[src/rtl/complete_arbiter_pkg.sv]
// -----------------------------------------------------------------------------
// complete_arbiter_pkg
// Shared types and widths for the completion broadcast path.
//   XLEN       : data width of result / rs2_value
//   NUM_FU     : default number of functional units requesting completion
//   ROB_IDX_W  : width of a ROB index
//   TAG_W      : width of a physical register tag
//   complete_packet_t : one completion (rob_idx, tag, result, rs2_value,
//                       take_branch)
//   ic_rob_packet_t   : the ROB-facing view of a completion, built from a
//                       complete_packet_t by to_ic_rob()
// -----------------------------------------------------------------------------
`ifndef ROB_SZ
`define ROB_SZ 32
`endif
`ifndef PHYS_REG_SZ
`define PHYS_REG_SZ 64
`endif
`ifndef NUM_FU
`define NUM_FU 4
`endif

package complete_arbiter_pkg;

  localparam int XLEN      = 32;
  localparam int NUM_FU    = `NUM_FU;
  localparam int ROB_IDX_W = $clog2(`ROB_SZ);
  localparam int TAG_W     = $clog2(`PHYS_REG_SZ);

  typedef struct packed {
    logic [ROB_IDX_W-1:0] rob_idx;
    logic [TAG_W-1:0]     tag;
    logic [XLEN-1:0]      result;
    logic [XLEN-1:0]      rs2_value;
    logic                 take_branch;
  } complete_packet_t;

  typedef struct packed {
    logic                 complete_en;
    logic [ROB_IDX_W-1:0] complete_idx;
    logic [XLEN-1:0]      result;
    logic [XLEN-1:0]      rs2_value;
    logic                 take_branch;
  } ic_rob_packet_t;

  function automatic ic_rob_packet_t to_ic_rob(input logic valid,
                                               input complete_packet_t pkt);
    ic_rob_packet_t p;
    p.complete_en  = valid;
    p.complete_idx = pkt.rob_idx;
    p.result       = pkt.result;
    p.rs2_value    = pkt.rs2_value;
    p.take_branch  = pkt.take_branch;
    return p;
  endfunction

endpackage

[src/rtl/complete_arbiter_if.sv]
// -----------------------------------------------------------------------------
// complete_arbiter_if
// Request side and broadcast side of the completion arbiter.
//   req_*  : per-FU completion requests, requester i in slice [i*W +: W]
//   req_ready : per-FU grant back to the functional units
//   out_stall : downstream back-pressure
//   out_*  : registered completion broadcast (out_valid is complete_en)
// modport master : the environment (FUs + ROB/RS consumer)
// modport slave  : the arbiter
// -----------------------------------------------------------------------------
interface complete_arbiter_if
  import complete_arbiter_pkg::*;
#(
  parameter int NUM_REQ = NUM_FU
) ();

  localparam int SRC_W = $clog2(NUM_REQ);

  logic [NUM_REQ-1:0]           req_valid;
  logic [NUM_REQ-1:0]           req_ready;
  logic [NUM_REQ*ROB_IDX_W-1:0] req_rob_idx;
  logic [NUM_REQ*TAG_W-1:0]     req_tag;
  logic [NUM_REQ*XLEN-1:0]      req_result;
  logic [NUM_REQ*XLEN-1:0]      req_rs2_value;
  logic [NUM_REQ-1:0]           req_take_branch;
  logic                         out_stall;
  logic                         out_valid;
  logic [ROB_IDX_W-1:0]         out_rob_idx;
  logic [TAG_W-1:0]             out_tag;
  logic [XLEN-1:0]              out_result;
  logic [XLEN-1:0]              out_rs2_value;
  logic                         out_take_branch;
  logic [SRC_W-1:0]             out_src;

  modport master (
    output req_valid, req_rob_idx, req_tag, req_result, req_rs2_value,
           req_take_branch, out_stall,
    input  req_ready, out_valid, out_rob_idx, out_tag, out_result,
           out_rs2_value, out_take_branch, out_src
  );

  modport slave (
    input  req_valid, req_rob_idx, req_tag, req_result, req_rs2_value,
           req_take_branch, out_stall,
    output req_ready, out_valid, out_rob_idx, out_tag, out_result,
           out_rs2_value, out_take_branch, out_src
  );

endinterface

[src/rtl/complete_arbiter_rr_arbiter.sv]
// -----------------------------------------------------------------------------
// rr_arbiter
// Combinational round-robin arbiter. The request vector is rotated so that
// position ptr becomes bit 0, the lowest set bit is found, and the index is
// rotated back.
//   req       : request vector
//   ptr       : highest-priority position this cycle
//   en        : when low, no grant is produced
//   grant     : one-hot grant (all zero when none)
//   grant_idx : binary index of the granted requester
//   any_grant : a grant was produced
// -----------------------------------------------------------------------------
module rr_arbiter #(
  parameter  int N = 4,
  localparam int W = $clog2(N)
) (
  input  logic [N-1:0] req,
  input  logic [W-1:0] ptr,
  input  logic         en,
  output logic [N-1:0] grant,
  output logic [W-1:0] grant_idx,
  output logic         any_grant
);

  localparam logic [W:0] N_W = (W+1)'(N);

  logic [N-1:0] rot;
  logic [W-1:0] enc;
  logic         found;
  logic [W:0]   sum;

  // Rotate right by ptr: bits below ptr wrap to the top.
  assign rot = (req >> ptr) | (req << (N - int'(ptr)));

  // NOTE: every variable driven here gets a value before any condition so
  // no path leaves it unassigned, which would otherwise infer a latch.
  always_comb begin
    enc   = '0;
    found = 1'b0;
    for (int i = N - 1; i >= 0; i--) begin
      if (rot[i]) begin
        enc   = W'(i);
        found = 1'b1;
      end
    end
  end

  // Unrotate: (enc + ptr) mod N, with both operands already below N.
  assign sum       = {1'b0, enc} + {1'b0, ptr};
  assign grant_idx = (sum >= N_W) ? W'(sum - N_W) : W'(sum);
  assign any_grant = en && found;
  assign grant     = any_grant ? (N'(1) << grant_idx) : '0;

endmodule

[src/rtl/complete_arbiter.sv]
// -----------------------------------------------------------------------------
// complete_arbiter
// Picks one functional-unit completion per cycle (round robin) and registers it
// onto the single completion broadcast seen by the ROB and tag wakeup.
//   clock : rising-edge clock
//   reset : asynchronous, active-high
//   flush : synchronous squash; drops the registered completion, blocks grants
//   bus   : complete_arbiter_if.slave (requests in, broadcast out)
// The output stage accepts a new completion whenever it is empty or being
// consumed this cycle (can_load), so back-to-back completions flow at one per
// cycle; out_stall reaches req_ready only through can_load.
// -----------------------------------------------------------------------------
module complete_arbiter
  import complete_arbiter_pkg::*;
#(
  parameter int NUM_REQ = NUM_FU
) (
  input  logic              clock,
  input  logic              reset,
  input  logic              flush,
  complete_arbiter_if.slave bus
);

  localparam int               SRC_W = $clog2(NUM_REQ);
  localparam logic [SRC_W-1:0] LAST  = SRC_W'(NUM_REQ - 1);

  logic               can_load;
  logic               arb_en;
  logic [NUM_REQ-1:0] grant;
  logic [SRC_W-1:0]   grant_idx;
  logic               any_grant;
  complete_packet_t   sel_pkt;

  logic               out_valid_q, out_valid_d;
  complete_packet_t   out_pkt_q,   out_pkt_d;
  logic [SRC_W-1:0]   out_src_q,   out_src_d;
  logic [SRC_W-1:0]   ptr_q,       ptr_d;

  assign can_load = !out_valid_q || !bus.out_stall;
  // Flush and reset both block the transfer, so no FU hands off a completion
  // that would be dropped.
  assign arb_en   = can_load && !flush && !reset;

  rr_arbiter #(.N(NUM_REQ)) u_rr (
    .req       (bus.req_valid),
    .ptr       (ptr_q),
    .en        (arb_en),
    .grant     (grant),
    .grant_idx (grant_idx),
    .any_grant (any_grant)
  );

  assign bus.req_ready = grant;

  always_comb begin
    sel_pkt.rob_idx     = bus.req_rob_idx[grant_idx*ROB_IDX_W +: ROB_IDX_W];
    sel_pkt.tag         = bus.req_tag[grant_idx*TAG_W +: TAG_W];
    sel_pkt.result      = bus.req_result[grant_idx*XLEN +: XLEN];
    sel_pkt.rs2_value   = bus.req_rs2_value[grant_idx*XLEN +: XLEN];
    sel_pkt.take_branch = bus.req_take_branch[grant_idx];
  end

  always_comb begin
    out_valid_d = out_valid_q;
    out_pkt_d   = out_pkt_q;
    out_src_d   = out_src_q;
    ptr_d       = ptr_q;
    if (flush) begin
      out_valid_d = 1'b0;
    end else if (can_load) begin
      // With no grant the slot empties; data fields keep their stale values.
      out_valid_d = any_grant;
      if (any_grant) begin
        out_pkt_d = sel_pkt;
        out_src_d = grant_idx;
        ptr_d     = (grant_idx == LAST) ? '0 : grant_idx + 1'b1;
      end
    end
  end

  // NOTE: state registers use non-blocking assignments so every register
  // samples the pre-edge values regardless of statement order.
  always_ff @(posedge clock or posedge reset) begin
    if (reset) begin
      // NOTE: the data fields are reset along with out_valid so the broadcast
      // bus reads as all-zero out of reset rather than X.
      out_valid_q <= 1'b0;
      out_pkt_q   <= '0;
      out_src_q   <= '0;
      ptr_q       <= '0;
    end else begin
      out_valid_q <= out_valid_d;
      out_pkt_q   <= out_pkt_d;
      out_src_q   <= out_src_d;
      ptr_q       <= ptr_d;
    end
  end

  assign bus.out_valid       = out_valid_q;
  assign bus.out_rob_idx     = out_pkt_q.rob_idx;
  assign bus.out_tag         = out_pkt_q.tag;
  assign bus.out_result      = out_pkt_q.result;
  assign bus.out_rs2_value   = out_pkt_q.rs2_value;
  assign bus.out_take_branch = out_pkt_q.take_branch;
  assign bus.out_src         = out_src_q;

endmodule

[src/flat_wrapper.sv]
// flat-port wrapper written by rule: the top's interface ports become plain ports
module complete_arbiter_flat import complete_arbiter_pkg::*;
#(
  parameter int NUM_REQ = NUM_FU
)
  (clock, reset, flush, bus_req_valid, bus_req_rob_idx, bus_req_tag, bus_req_result, bus_req_rs2_value, bus_req_take_branch, bus_out_stall, bus_req_ready, bus_out_valid, bus_out_rob_idx, bus_out_tag, bus_out_result, bus_out_rs2_value, bus_out_take_branch, bus_out_src);
  complete_arbiter_if #(.NUM_REQ(NUM_REQ)) bus_i ();
  input  logic clock;
  input  logic reset;
  input  logic flush;
  input wire logic [$bits(bus_i.req_valid)-1:0] bus_req_valid;
  input wire logic [$bits(bus_i.req_rob_idx)-1:0] bus_req_rob_idx;
  input wire logic [$bits(bus_i.req_tag)-1:0] bus_req_tag;
  input wire logic [$bits(bus_i.req_result)-1:0] bus_req_result;
  input wire logic [$bits(bus_i.req_rs2_value)-1:0] bus_req_rs2_value;
  input wire logic [$bits(bus_i.req_take_branch)-1:0] bus_req_take_branch;
  input wire logic [$bits(bus_i.out_stall)-1:0] bus_out_stall;
  output wire logic [$bits(bus_i.req_ready)-1:0] bus_req_ready;
  output wire logic [$bits(bus_i.out_valid)-1:0] bus_out_valid;
  output wire logic [$bits(bus_i.out_rob_idx)-1:0] bus_out_rob_idx;
  output wire logic [$bits(bus_i.out_tag)-1:0] bus_out_tag;
  output wire logic [$bits(bus_i.out_result)-1:0] bus_out_result;
  output wire logic [$bits(bus_i.out_rs2_value)-1:0] bus_out_rs2_value;
  output wire logic [$bits(bus_i.out_take_branch)-1:0] bus_out_take_branch;
  output wire logic [$bits(bus_i.out_src)-1:0] bus_out_src;
  assign bus_i.req_valid = bus_req_valid;
  assign bus_i.req_rob_idx = bus_req_rob_idx;
  assign bus_i.req_tag = bus_req_tag;
  assign bus_i.req_result = bus_req_result;
  assign bus_i.req_rs2_value = bus_req_rs2_value;
  assign bus_i.req_take_branch = bus_req_take_branch;
  assign bus_i.out_stall = bus_out_stall;
  assign bus_req_ready = bus_i.req_ready;
  assign bus_out_valid = bus_i.out_valid;
  assign bus_out_rob_idx = bus_i.out_rob_idx;
  assign bus_out_tag = bus_i.out_tag;
  assign bus_out_result = bus_i.out_result;
  assign bus_out_rs2_value = bus_i.out_rs2_value;
  assign bus_out_take_branch = bus_i.out_take_branch;
  assign bus_out_src = bus_i.out_src;
  complete_arbiter #(.NUM_REQ(NUM_REQ)) u_core (.clock(clock), .reset(reset), .flush(flush), .bus(bus_i));
endmodule
[config.mk]
export PLATFORM = sky130hd
export DESIGN_NAME = complete_arbiter_flat
export DESIGN_NICKNAME = d
export VERILOG_FILES = /design/src/rtl/complete_arbiter_pkg.sv /design/src/rtl/complete_arbiter_if.sv /design/src/rtl/complete_arbiter_rr_arbiter.sv /design/src/rtl/complete_arbiter.sv /design/src/flat_wrapper.sv
export SDC_FILE = /design/constraint.sdc
export NUM_CORES = 1
export LEC_CHECK = 0
export ABC_CLOCK_PERIOD_IN_PS = 5500
export BUFFER_PORTS_ARGS = -buffer_cell sky130_fd_sc_hd__buf_4
export CELL_PAD_IN_SITES_DETAIL_PLACEMENT = 0
export CELL_PAD_IN_SITES_GLOBAL_PLACEMENT = 2
export CORE_MARGIN = 2
export CORE_UTILIZATION = 25
export CTS_BUF_LIST = sky130_fd_sc_hd__clkbuf_4
export CTS_CLUSTER_DIAMETER = 150
export DETAILED_ROUTE_END_ITERATION = 6
export HOLD_SLACK_MARGIN = 0.05
export MAX_ROUTING_LAYER = met4
export PLACE_DENSITY_LB_ADDON = 0.1
export REMOVE_ABC_BUFFERS = 1
export SLEW_MARGIN = 10
export SYNTH_ARGS = -nofsm -noshare
export SYNTH_HDL_FRONTEND = slang
export SYNTH_SLANG_ARGS = --single-unit
export TNS_END_PERCENT = 20
[constraint.sdc]
create_clock -name clock -period 5.5 [get_ports clock]
set_clock_uncertainty 0.15 [all_clocks]
set_input_delay 0.825 -clock clock [delete_from_list [all_inputs] [get_ports clock]]
set_output_delay 0.825 -clock clock [all_outputs]
set_load 0.03 [all_outputs]
# [After elaboration in Yosys (flattened, before gate mapping)]
# Index checks and enable logic that the tools add are counted.
[totals] reg_bits=81 input_bits=312 output_inout_bits=83 wordCells=51
[classes] n_addsub=4 n_mul=2 magnitude_cmp=2 n_eq_ne=1 shift=7 muxes=15 n_bitwise=2 n_reduce_logical=10
[ops] cell="128-bit by 8-bit indexed part select with 32-bit output" n=2
[ops] cell="4-bit by 32-bit << shifter with 4-bit output" n=1
[ops] cell="24-bit by 6-bit indexed part select with 6-bit output" n=1
[ops] cell="20-bit by 6-bit indexed part select with 5-bit output" n=1
[ops] cell="2-bit 2-to-1 mux" n=6
[ops] cell="1-bit 2-to-1 mux" n=7
[ops] cell="2-bit by 3-bit multiplier with 5-bit output, second input constant" n=1
[ops] cell="1-bit logical NOT" n=4
[ops] cell="2-bit by 2-bit multiplier with 4-bit output, second input constant" n=1
[ops] cell="4-bit 2-to-1 mux" n=1
[ops] cell="4-bit OR" n=1
[ops] cell="1-bit by 2-bit << shifter with 4-bit output, first input constant" n=1
[ops] cell="4-bit by 2-bit >> shifter with 4-bit output" n=1
[ops] cell="3-bit by 2-bit subtractor with 4-bit output, first input constant" n=1
[ops] cell="2-bit by 2-bit adder with 3-bit output" n=1
[ops] cell="3-bit greater-or-equal comparator, second input constant" n=1
[ops] cell="1-bit logical AND" n=3
[ops] cell="2-bit by 3-bit less-than comparator with 1-bit output, second input constant" n=1
[ops] cell="3-bit AND reduction" n=1
[ops] cell="2-bit by 1-bit adder with 2-bit output, second input constant" n=1
[ops] cell="1-bit binary-select mux with 2-bit select" n=1
[ops] cell="2-bit == test, second input constant" n=1
[ops] cell="2-bit nonzero test" n=1
[ops] cell="2-bit by 1-bit subtractor with 2-bit output, second input constant" n=1
[ops] cell="2 further kinds" n=2

# [Longest topological paths before layout]
# Gate-level depths: netlist of run 1.
[depth] ltp_word=12 ltp_mapped=15 ltp_nobuf=12

# [Cells and area by module]
# Synthesis of run 1 repeated with hierarchy kept, for this count alone.
[hier_totals] hier_cells=325 area_unflattened_um2=5257.5
[by_module_without_submodules] mod="complete_arbiter" instances=1 cells_each=271 area_per_inst_um2=4840.9 seq_area_each_um2=2026.9
[by_module_without_submodules] mod="rr_arbiter" instances=1 cells_each=54 area_per_inst_um2=416.6 seq_area_each_um2=0.0

# [Worst setup path before layout of run 1]
# No wires, ideal clock.
[synth_timing] path_kind="register to output" from="register u_core.ptr_q[0]" to="output port bus_req_ready[3]" t_arrival_ns=3.602 required_time_ns=4.525 path_slack_ns=0.923 stages_incl_launch_ff=15 path_buffers=4 cell_sequence="dfrtp_1 buf_2 inv_1 ha_1 mux2_4 a32oi_1 a21boi_0 a22o_1 and2_1 ha_1 clkbuf_1 clkbuf_1 buf_2 nand2_1 a211oi_1"
[synth_via] elab_chain_len=12 word_cells_on_any_way=19 cone_classes="3 x add/sub; 1 x order compare; 3 x shift; 10 x mux; 1 x bitwise; 1 x reduce/logical"
[synth_lines] item="start: declaration" line="complete_arbiter.sv:37" text="logic [SRC_W-1:0] ptr_q, ptr_d;"
[synth_lines] item="start signal: assignment" line="complete_arbiter.sv:95" text="ptr_q <= ptr_d;"
[synth_lines] item="3-bit by 2-bit subtractor with 4-bit output" line="complete_arbiter_rr_arbiter.sv:33" text="assign rot = (req >> ptr) | (req << (N - int'(ptr)));"
[synth_lines] item="4-bit by 32-bit << shifter with 4-bit output" line="complete_arbiter_rr_arbiter.sv:33"
[synth_lines] item="4-bit OR" line="complete_arbiter_rr_arbiter.sv:33"
[synth_lines] item="2-bit 2-to-1 mux (4 in series)" line="complete_arbiter_rr_arbiter.sv:41" text="if (rot[i]) begin"
[synth_lines] item="2-bit by 2-bit adder with 3-bit output *" line="complete_arbiter_rr_arbiter.sv:49" text="assign sum = {1'b0, enc} + {1'b0, ptr};"
[synth_lines] item="3-bit greater-or-equal comparator or 2-bit by 1-bit subtractor with 2-bit output (tied branches)" line="complete_arbiter_rr_arbiter.sv:50" text="assign grant_idx = (sum >= N_W) ? W'(sum - N_W) : W'(sum);"
[synth_lines] item="2-bit 2-to-1 mux *" line="complete_arbiter_rr_arbiter.sv:50"
[synth_lines] item="net u_core.grant_idx[0]" line="complete_arbiter.sv:30" text="logic [SRC_W-1:0] grant_idx;"
[synth_lines] item="1-bit by 2-bit << shifter with 4-bit output *" line="complete_arbiter_rr_arbiter.sv:52" text="assign grant = any_grant ? (N'(1) << grant_idx) : '0;"
[synth_lines] item="4-bit 2-to-1 mux *" line="complete_arbiter_rr_arbiter.sv:52"
[synth_lines] item="end: declaration" line="flat_wrapper.sv:18" text="output wire logic [$bits(bus_i.req_ready)-1:0] bus_req_ready;"
# Mark *: on every way through the listed nets, which the timed path passes. The rest lies on a longest branch.

# [Worst setup path in the final report of run 1]
[layout_timing] from="register u_core.ptr_q[1]" to="output port bus_req_ready[0]"
[layout_via] elab_chain_len=12 word_cells_on_any_way=19 cone_classes="3 x add/sub; 1 x order compare; 3 x shift; 10 x mux; 1 x bitwise; 1 x reduce/logical"
[layout_lines] item="3-bit by 2-bit subtractor with 4-bit output" line="complete_arbiter_rr_arbiter.sv:33"
[layout_lines] item="4-bit by 32-bit << shifter with 4-bit output" line="complete_arbiter_rr_arbiter.sv:33"
[layout_lines] item="4-bit OR" line="complete_arbiter_rr_arbiter.sv:33"
[layout_lines] item="2-bit 2-to-1 mux (4 in series)" line="complete_arbiter_rr_arbiter.sv:41"
[layout_lines] item="2-bit by 2-bit adder with 3-bit output" line="complete_arbiter_rr_arbiter.sv:49"
[layout_lines] item="3-bit greater-or-equal comparator or 2-bit by 1-bit subtractor with 2-bit output (tied branches)" line="complete_arbiter_rr_arbiter.sv:50"
[layout_lines] item="2-bit 2-to-1 mux" line="complete_arbiter_rr_arbiter.sv:50"
[layout_lines] item="1-bit by 2-bit << shifter with 4-bit output" line="complete_arbiter_rr_arbiter.sv:52"
[layout_lines] item="4-bit 2-to-1 mux *" line="complete_arbiter_rr_arbiter.sv:52"
# Mark *: on every way between the ends. The rest lies on a longest branch, timed or not.

==> results of run 1 <==
==> worst max-delay path, stage by stage, from the launching register on <==
cell and delay [ns]:
dfrtp_1 0.65, inv_1 0.11, ha_1 0.39, mux2_4 0.32, a32oi_1 0.22, a21boi_0 0.14
a22o_1 0.19, and2_1 0.18, ha_4 0.19, xnor2_2 0.13, buf_4 0.23, or3_1 0.42
a211oi_1 0.21, buf_4 0.20
==> cell type report <==
| type | count | share of cell area (%) |
|---|---|---|
| well taps | 402 | 4.419 |
| flip-flops and latches | 81 | 17.81 |
| clock inverters | 5 | 0.7035 |
| multi-input cells | 431 | 46.08 |
| repair buffers | 410 | 27.48 |
| clock buffers | 11 | 0.7254 |
| inverters | 82 | 2.726 |
| diodes | 3 | 0.06595 |
==> registers in the layout, indices dropped and copies added (netlist names) <==
signal                      cells
u_core.bus.out_take_branch      1
u_core.bus.out_result          32
u_core.bus.out_valid            1
u_core.ptr_q                    2
u_core.bus.out_tag              6
u_core.bus.out_rob_idx          5
u_core.bus.out_src              2
u_core.bus.out_rs2_value       32
==> power breakdown <==
part           total [mW]  internal [mW]  switching (mW)
Clock               0.448          0.194           0.254
Combinational        7.87           4.00            3.87
Sequential           1.07          0.894           0.180
Total                9.39           5.09            4.30
==> kinds of logic after synthesis <==
| kind of cell | count (synthesis) | synth area share [%] |
|---|---|---|
| adders and majority gates | 3 | 0.4756 |
| xor gates and xnor gates | 3 | 0.3329 |
| DFF | 81 | 25.68 |
| and+or+nand+nor | 178 | 10.29 |
| buffers and inverters | 160 | 8.496 |
| AOI/OAI and AO/OA | 90 | 10.65 |
| muxes | 157 | 44.08 |
==> layer usage <==
layer	GRT usage (%)	up-vias	share of wire (%)
met2	32.21	244	51
met3	5.636	21	7.9
met5	-	-	0
met1	21.48	3617	39
met4	4.520	0	1.8
li1	-	3370	-
==> cell usage after synthesis (3+ instances only) <==
master and n:
inv_1 82, and2_1 3, o221ai_2 10, nand2_1 82, mux4_2 152, nor2_1 5
o221ai_1 67, buf_2 38, ha_1 3, a32oi_1 3, dfrtp_1 81, nand3_1 78
mux2i_1 3, clkbuf_1 35
==> worst min path at each step <==
stage / to / slack (ns) / depth (start not counted) / from
finish: u_core.bus.out_tag[3] / 0.25 / 2 / reset
global route: u_core.bus.out_rob_idx[4] / 0.22 / 2 / reset
CTS: u_core.bus.out_rs2_value[26] / 0.21 / 2 / reset
detailed placement: u_core.bus.out_src[0] / 0.33 / 1 / u_core.bus.out_src[0]
global placement: u_core.bus.out_src[0] / 0.32 / 1 / u_core.bus.out_src[0]
floorplan: u_core.ptr_q[1] / 0.49 / 2 / u_core.ptr_q[1]
==> through the flow <==
stage / area (µm²) / instances / util [%]
finish: 11380 / 1425 / 36.36
global placement: 11210 / 1406 / 35.81
global route: 11380 / 1425 / 36.36
CTS: 11380 / 1422 / 36.33
floorplan: 7531 / 594 / -
detailed placement: 11210 / 1406 / 35.81
==> metrics.csv, run 1 <==
stage,metric,value,unit
run_status,status,"complete, no violations",
layout,multi_input_area,0.005245,mm²
setup_path,cp.arrival,4.04,ns
layout,syn2layout_area_growth,44.21,%
placement,place_congestion,0.7516,
setup_path,required,4.53,ns
detailed_routing,detail-route-antenna-nets,0,
synthesis,synth_cell_types,38,
setup_path,timing.rr.start,u_core.ptr_q[1],
setup_path,start_kind,register,
synthesis,synth_seq_area_share,25.68,%
clock_tree,cts_buffers,9,
floorplanning,start_util,25.21,%
synthesis,ys_warn_count,0,
detailed_routing,vias_per_cell,5.089,
detailed_routing,vias,7252,
placement,dp_slack,0.9907,ns
setup_path,endpoint,bus_req_ready[0],
synthesis,ys_top_cells_by_area,"mux4_2 43%, dfrtp_1 26%, o221ai_1 7.4%",
sta,finalHoldViolCount,0,
clock_tree,cts.htree.levels,3,
sta,drv_slew,0,
hold_path,hold_path.class,input pin to async pin,
detailed_routing,dr.pass1.iters,4,
clock_tree,post-cts-setup-buffers,0,
synthesis,synth_top_area_share,43.37,%
sta,finalCriticalPeriod,5.020,ns
sta,fmax,0.1992,GHz
synthesis,syn_area,0.007894,mm²
synthesis,avgSynthCellArea,11.75,µm²
sta,timing.setup.tns,0,ns
synthesis,synthArstFlopShare,100.0,%
pwr,finalPower,9.393,mW
setup_path,cp_max_fo,17,
clock_tree,clockBufferDepth,2,
floorplanning,die_area,0.03301,mm²
floorplanning,core,0.03131,mm²
global_routing,grt_pass1_vias,7641,
detailed_routing,drc,0,
floorplanning,chipWidth,181.7,µm
flow_run,cap_viol_max_count,0,
global_routing,grt_max_degree,87,
clock_tree,clk_pin_slew_worst_paths,0.16,ns
clock_tree,hold_buffers,0,
layout,layout_commonest_cell,buf_4,
synthesis,synth_top_cell_by_area,mux4_2,
pwr,p_leak,4.853,nW
setup_path,end_kind,output pin,
layout,regArea,0.002027,mm²
setup_path,regToRegSetupSlack,1.14,ns
detailed_routing,drtIter0Drc,286,
synthesis,synth_cells,672,
global_routing,grt_first_pass_wirelength,45570,µm
setup_path,critPathKind,register to output pin,
pwr,cellPowerDensity,825.1,mW/mm²
sta,timing.final.ws_setup,0.4803,ns
sta,rsz0062_at_grt,false,
sta,setup_viol,0,
synthesis,synth_seq_cells,81,
floorplanning,io-pin-count,395,
setup_path,crit_path_start,u_core.ptr_q[1],
sta,holdWs,0.2450,ns
placement,io_buffer_count,394,
sta,finalCritPeriodShare,91.27,%
setup_path,r2r_end,u_core.bus.out_rs2_value[4],
floorplanning,rows,65,
floorplanning,die_y,181.7,µm
layout,fin_nets,1330,
global_routing,grt_overflow,0,
layout,drive_gt1_share,58.53,%
global_routing,antenna_found_initial,3,
clock_tree,cts_resized,0,
global_routing,grt.total_usage,18.75,%
clock_tree,cts_tree,done,
pwr,ir_drop,517.2,µV
sta,tightest_slew,1.110,ns
sta,relSlewSlack,25.98,%
clock_tree,clock-sinks,81,
synthesis,synth_top_flop_cell,dfrtp_1,
placement,dp_hpwl,21560,µm
clock_tree,root_buffer,clkbuf_4,
layout,fill_cells,3207,
detailed_routing,wl,30120,µm
clock_tree,insertion_delay,0.46,ns
synthesis,synth_edf_count,0,
layout,layout_common_cells,"406 x buf_4, 152 x mux4_2, 82 x nand2_1, 81 x inv_1, 81 x dfrtp_1",
detailed_routing,wire_per_inst,21.14,µm
setup_path,r2r_cells,13,
Note: power is estimated with default switching activity, not from simulation.
==> run 2: changes to the inputs <==
MAX_ROUTING_LAYER = unset   (was met4)
==> metrics.csv, run 2 (synthesis results as in run 1) <==
stage,metric,value,unit,change
setup_path,slowest_delay,0.65,ns,about the same
clock_tree,root_buffer,clkbuf_4,,
global_routing,antenna_found_initial,3,,unchanged
sta,rsz0062_at_grt,false,,
global_routing,grt_max_degree,87,,unchanged
pwr,cellPowerDensity,824.6,mW/mm²,about the same
pwr,switching_share,45.75,%,about the same
sta,fmax,0.1991,GHz,about the same
detailed_routing,dr.pass1.iters,4,,unchanged
detailed_routing,wire_per_inst,21.17,µm,+0.16%
floorplanning,start_util,25.21,%,unchanged
placement,place_congestion,0.7423,,-1.2%
clock_tree,insertion_delay,0.46,ns,about the same
run_status,status,"complete, no violations",,
pwr,pwr-share-comb,83.8,%,about the same
flow_run,cap_viol_max_count,0,,unchanged
clock_tree,cts_tree,done,,
setup_path,start_kind,register,,
pwr,clkPwrFrac,4.8,%,about the same
pwr,ir_drop,517.8,µV,+0.12%
setup_path,path_delay_family,compound AO/OA/AOI/OAI gates,,
detailed_routing,wl,30170,µm,+0.16%
clock_tree,post-cts-setup-buffers,0,,unchanged
floorplanning,rows,65,,unchanged
setup_path,cp_max_fo,17,,unchanged
clock_tree,clk_pin_slew_worst_paths,0.16,ns,about the same
placement,dp_hpwl,21560,µm,unchanged
layout,syn2layout_area_growth,44.21,%,unchanged
detailed_routing,vias,7256,,+0.055%
clock_tree,clock-sinks,81,,unchanged
floorplanning,die_area,0.03301,mm²,unchanged
clock_tree,cts.htree.levels,3,,unchanged
placement,io_buffer_count,394,,unchanged
layout,post-route-util,36.36,%,unchanged
sta,finalCritPeriodShare,91.33,%,about the same
detailed_routing,vias_per_cell,5.092,,about the same
floorplanning,die_y,181.7,µm,unchanged
clock_tree,clockBufferDepth,2,,unchanged
layout,drive_gt1_share,58.53,%,unchanged
setup_path,cp_common_cell,buf_4,,
detailed_routing,drc,0,,unchanged
setup_path,path_cells,"inv_1, ha_1, mux2_4, a32oi_1, a21boi_0, a22o_1, and2_1, ha_4, xnor2_2, buf_4, or3_1, a211oi_1, buf_4",,
layout,layout_common_cells,"406 x buf_4, 152 x mux4_2, 82 x nand2_1, 81 x inv_1, 81 x dfrtp_1",,
sta,relSlewSlack,26.35,%,+0.38 points
detailed_routing,drtIter0Drc,304,,+6.3%
sta,finalHoldViolCount,0,,unchanged
layout,design_area,0.01138,mm²,unchanged
layout,layout_commonest_cell,buf_4,,
clock_tree,cts_resized,0,,unchanged
sta,finalCriticalPeriod,5.023,ns,+0.003349 ns
pwr,p_int,5.092,mW,about the same
pwr,p_leak,4.853,nW,unchanged
sta,tightest_slew,1.105,ns,-0.005648 ns
layout,fin_nets,1330,,unchanged
setup_path,critPathKind,register to output pin,,
global_routing,grt_overflow,0,,unchanged
global_routing,grt_first_pass_wirelength,45670,µm,+0.21%
pwr,power_frac_seq,11.4,%,about the same
detailed_routing,detail-route-antenna-nets,0,,unchanged
setup_path,required,4.53,ns,about the same
clock_tree,cts_buffers,9,,unchanged
clock_tree,hold_buffers,0,,unchanged
setup_path,cp_slowest_cell,dfrtp_1,,
setup_path,r2r_cells,13,,unchanged
floorplanning,core,0.03131,mm²,unchanged
pwr,switching_power,4.295,mW,-0.12%
setup_path,crit_cells,13,,unchanged
setup_path,cp.arrival,4.05,ns,about the same
floorplanning,io-pin-count,395,,unchanged
setup_path,critPathBufInv,3,,unchanged
floorplanning,chipWidth,181.7,µm,unchanged
setup_path,end_kind,output pin,,
global_routing,grt.total_usage,18.19,%,-0.56 points
hold_path,hold_path.class,input pin to async pin,,
global_routing,grt_pass1_vias,7605,,-0.47%
placement,dpl-instance-area,0.01121,mm²,unchanged
sta,setup_viol,0,,unchanged
layout,fill_cells,3207,,unchanged
sta,drv_slew,0,,unchanged
## run 2: cell counts in the layout (fill, tap and decap cells not counted)
Identical to the previous run, type by type.
## run 2: path summary, 6_finish.rpt
check / start / end / slack [ns]
max: u_core.ptr_q[1] / bus_req_ready[0] / 0.48
min in group clock: u_core.bus.out_src[0] / u_core.bus.out_src[0] / 0.36
max in group asynchronous: reset / u_core.bus.out_tag[2] / 3.78
min reg2reg: u_core.bus.out_src[0] / u_core.bus.out_src[0] / 0.36
min: reset / u_core.ptr_q[1] / 0.25
max reg2reg: u_core.ptr_q[1] / u_core.bus.out_rs2_value[4] / 1.14
## run 2: power by group through the flow
| stage | registers [mW] | clock network [mW] | logic [mW] |
|---|---|---|---|
| floorplan | 1.61 | 0 | 3.89 |
| global placement | 1.08 | 0 | 8.06 |
| detailed placement | 1.09 | 0 | 8.04 |
| CTS | 1.08 | 0.482 | 8.05 |
| global route | 1.11 | 0.497 | 8.52 |
| finish | 1.07 | 0.448 | 7.87 |
## run 2: area by class of cell
| class | count | area (µm²) | area share, % |
|---|---|---|---|
| inverters | 82 | 310.3 | 2.726 |
| diodes | 3 | 7.507 | 0.06595 |
| flip-flops and latches | 81 | 2027 | 17.81 |
| multi-input cells | 431 | 5245 | 46.08 |
| clock buffers | 11 | 82.58 | 0.7254 |
| clock inverters | 5 | 80.08 | 0.7035 |
| repair buffers | 410 | 3128 | 27.48 |
| well taps | 402 | 503.0 | 4.419 |
## run 2: per-layer routing
metal,GRT usage [%],up-vias,share of wire (%)
met3,5.856,21,8.4
li1,-,3371,-
met1,21.20,3608,39
met2,32.35,256,51
met5,0,-,0
met4,4.520,0,1.7
## run 2: metrics by stage
step / setup slack [ns] / power, mW / cells / TNS [ns] / hold slack (ns)
floorplan: -4.181 / 5.501 / 594 / -287.57 / 0.4877
finish: 0.4769 / 9.387 / 1425 / 0 / 0.2474
detailed placement: 0.9907 / 9.130 / 1406 / 0 / 0.3312
global placement: 1.006 / 9.143 / 1406 / 0 / 0.3227
global route: 0.2062 / 10.13 / 1425 / 0 / 0.2153
CTS: 0.4169 / 9.607 / 1422 / 0 / 0.2067
==> run 3: changes to the inputs <==
--- a/config.mk
+++ b/config.mk
@@ -16,2 +16,3 @@
 export DETAILED_ROUTE_END_ITERATION = 6
+export GPL_TIMING_DRIVEN = 1
 export HOLD_SLACK_MARGIN = 0.05
==> constraint.sdc (replaced) <==
create_clock -name clock -period 5.5 [get_ports clock]
set_clock_uncertainty 0.15 [all_clocks]
set_input_delay 0.55 -clock clock [delete_from_list [all_inputs] [get_ports clock]]
set_output_delay 0.55 -clock clock [all_outputs]
set_load 0.03 [all_outputs]
==> metrics.csv, run 3 (synthesis results as in run 1) <==
stage,metric,value,unit,change
sta,finalCriticalPeriod,4.846,ns,-0.1768 ns
sta,relSlewSlack,44.44,%,+18 points
pwr,power_frac_seq,11.4,%,about the same
hold_path,hold_path.class,input pin to register,,
layout,layout_commonest_cell,buf_4,,
hold_path,whs_endpoint,u_core.bus.out_valid,,
hold_path,hold_path_depth,3,,
clock_tree,clock-sinks,81,,unchanged
placement,dp_hpwl,22320,µm,+3.5%
clock_tree,root_buffer,clkbuf_4,,
pwr,p_int,5.113,mW,+0.40%
sta,drv_slew,0,,unchanged
detailed_routing,drc,0,,unchanged
layout,drive_gt1_share,58.41,%,-0.11 points
clock_tree,insertion_delay,0.47,ns,about the same
run_status,status,"complete, no violations",,
detailed_routing,dr.pass1.iters,4,,unchanged
floorplanning,chipWidth,181.7,µm,unchanged
sta,timing.final.ws_setup,0.6537,ns,+0.1768 ns
layout,fin_nets,1333,,+0.23%
placement,dp_slack,1.120,ns,+0.1295 ns
setup_path,start_kind,register,,
floorplanning,rows,65,,unchanged
pwr,finalPower,9.442,mW,+0.58%
detailed_routing,drtIter0Drc,380,,+25%
clock_tree,cts_resized,0,,unchanged
detailed_routing,vias,7342,,+1.2%
clock_tree,cts.htree.levels,3,,unchanged
hold_path,hp-start,bus_out_stall,,
setup_path,critPathKind,register to output pin,,
setup_path,cp_max_fo,36,,+19
floorplanning,die_area,0.03301,mm²,unchanged
layout,syn2layout_area_growth,44.65,%,
global_routing,antenna_found_initial,3,,unchanged
global_routing,grt_first_pass_wirelength,45920,µm,+0.54%
clock_tree,clk_pin_slew_worst_paths,0.17,ns,about the same
sta,rsz0062_at_grt,false,,
detailed_routing,wire_per_inst,21.26,µm,+0.41%
sta,setup_viol,0,,unchanged
sta,finalCritPeriodShare,88.11,%,-3.2 points
pwr,p_leak,4.861,nW,+0.17%
flow_run,cap_viol_max_count,0,,unchanged
pwr,ir_drop,446.0,µV,-14%
sta,fmax,0.2063,GHz,+3.6%
sta,tightest_slew,0.8334,ns,-0.2713 ns
setup_path,r2r_end,u_core.bus.out_rs2_value[1],,
placement,io_buffer_count,394,,unchanged
clock_tree,post-cts-setup-buffers,0,,unchanged
detailed_routing,wl,30340,µm,+0.55%
floorplanning,core,0.03131,mm²,unchanged
sta,timing.setup.tns,0,ns,unchanged
pwr,clkPwrFrac,4.3,%,-0.5 points
setup_path,cp.arrival,4.15,ns,+0.10 ns
pwr,pwr-share-comb,84.3,%,+0.5 points
setup_path,regToRegSetupSlack,1.10,ns,-0.04 ns
clock_tree,cts_buffers,9,,unchanged
layout,fill_cells,3162,,-1.4%
setup_path,r2r_cells,13,,unchanged
sta,finalHoldViolCount,0,,unchanged
floorplanning,start_util,25.21,%,unchanged
setup_path,required,4.80,ns,+0.27 ns
setup_path,end_kind,output pin,,
global_routing,grt_max_degree,83,,-4.6%
layout,design_area,0.01142,mm²,+0.31%
pwr,cellPowerDensity,826.9,mW/mm²,+0.27%
floorplanning,io-pin-count,395,,unchanged
layout,layout_common_cells,"404 x buf_4, 152 x mux4_2, 82 x nand2_1, 81 x inv_1, 81 x dfrtp_1",,
pwr,switching_power,4.329,mW,+0.80%
layout,regArea,0.002027,mm²,unchanged
setup_path,timing.rr.start,u_core.ptr_q[1],,
sta,holdWs,0.2097,ns,-0.03772 ns
placement,dpl-instance-area,0.01126,mm²,+0.40%
global_routing,grt_pass1_vias,7841,,+3.1%
placement,place_congestion,0.7484,,+0.82%
global_routing,grt.total_usage,18.35,%,+0.16 points
layout,multi_input_area,0.005245,mm²,unchanged
detailed_routing,detail-route-antenna-nets,0,,unchanged
detailed_routing,vias_per_cell,5.145,,+1.0%
clock_tree,cts_tree,done,,
global_routing,grt_overflow,0,,unchanged
pwr,switching_share,45.85,%,+0.098 points
floorplanning,die_y,181.7,µm,unchanged
clock_tree,clockBufferDepth,2,,unchanged
-- run 3: stage by stage --
step,util (%),instances
after CTS,36.44,1424
after global routing,36.46,1426
final,36.47,1427
after global placement,35.96,1407
after detailed placement,35.96,1407
after floorplan,-,594
-- run 3: repair_timing --
action	4_1_cts	5_1_grt
hold buffers	2	0
endpoints found under the hold margin	32	0
setup endpoints to repair	0	0
-- run 3: area by class of cell --
class	count	area share [%]
diodes	3	0.06575
inverters	82	2.718
clock buffers	10	0.6575
repair buffers	413	27.96
flip-flops and latches	81	17.75
multi-input cells	431	45.93
clock inverters	5	0.5041
well taps	402	4.405
-- run 3: worst max-delay path by stage --
| stage | start | cells after the start | end |
|---|---|---|---|
| after floorplan | u_core.ptr_q[0] | 10 | bus_req_ready[3] |
| after global placement | u_core.ptr_q[1] | 13 | bus_req_ready[0] |
| after detailed placement | u_core.ptr_q[1] | 13 | bus_req_ready[0] |
| after CTS | u_core.ptr_q[1] | 13 | bus_req_ready[0] |
| after global routing | u_core.ptr_q[0] | 13 | bus_req_ready[0] |
| final | u_core.ptr_q[1] | 13 | bus_req_ready[0] |
-- run 3: layer usage --
layer  part of all wire, %  track usage (%)  up-vias
met5                     0                0        -
met1                    38            21.24     3681
met4                   2.1            5.041        0
li1                      -                -     3375
met3                   8.9            6.157       28
met2                    51            32.40      258
-- run 3: critical path: stages (launching register included) --
cell      delay (ns)
dfrtp_1         0.64
inv_1           0.11
ha_1            0.39
mux2_4          0.32
a32oi_1         0.23
a21boi_0        0.11
a22o_1          0.18
and2_1          0.18
ha_4            0.19
xnor2_2         0.42
buf_12          0.30
nand2_1         0.11
a211oi_1        0.28
buf_4           0.21
-- run 3: power by group through the flow --
stage	Clock [mW]	Sequential (mW)	Combinational [mW]
CTS	0.430	1.08	8.13
global route	0.452	1.12	8.63
detailed placement	0	1.10	8.11
global placement	0	1.09	8.15
finish	0.404	1.08	7.96
floorplan	0	1.61	3.89
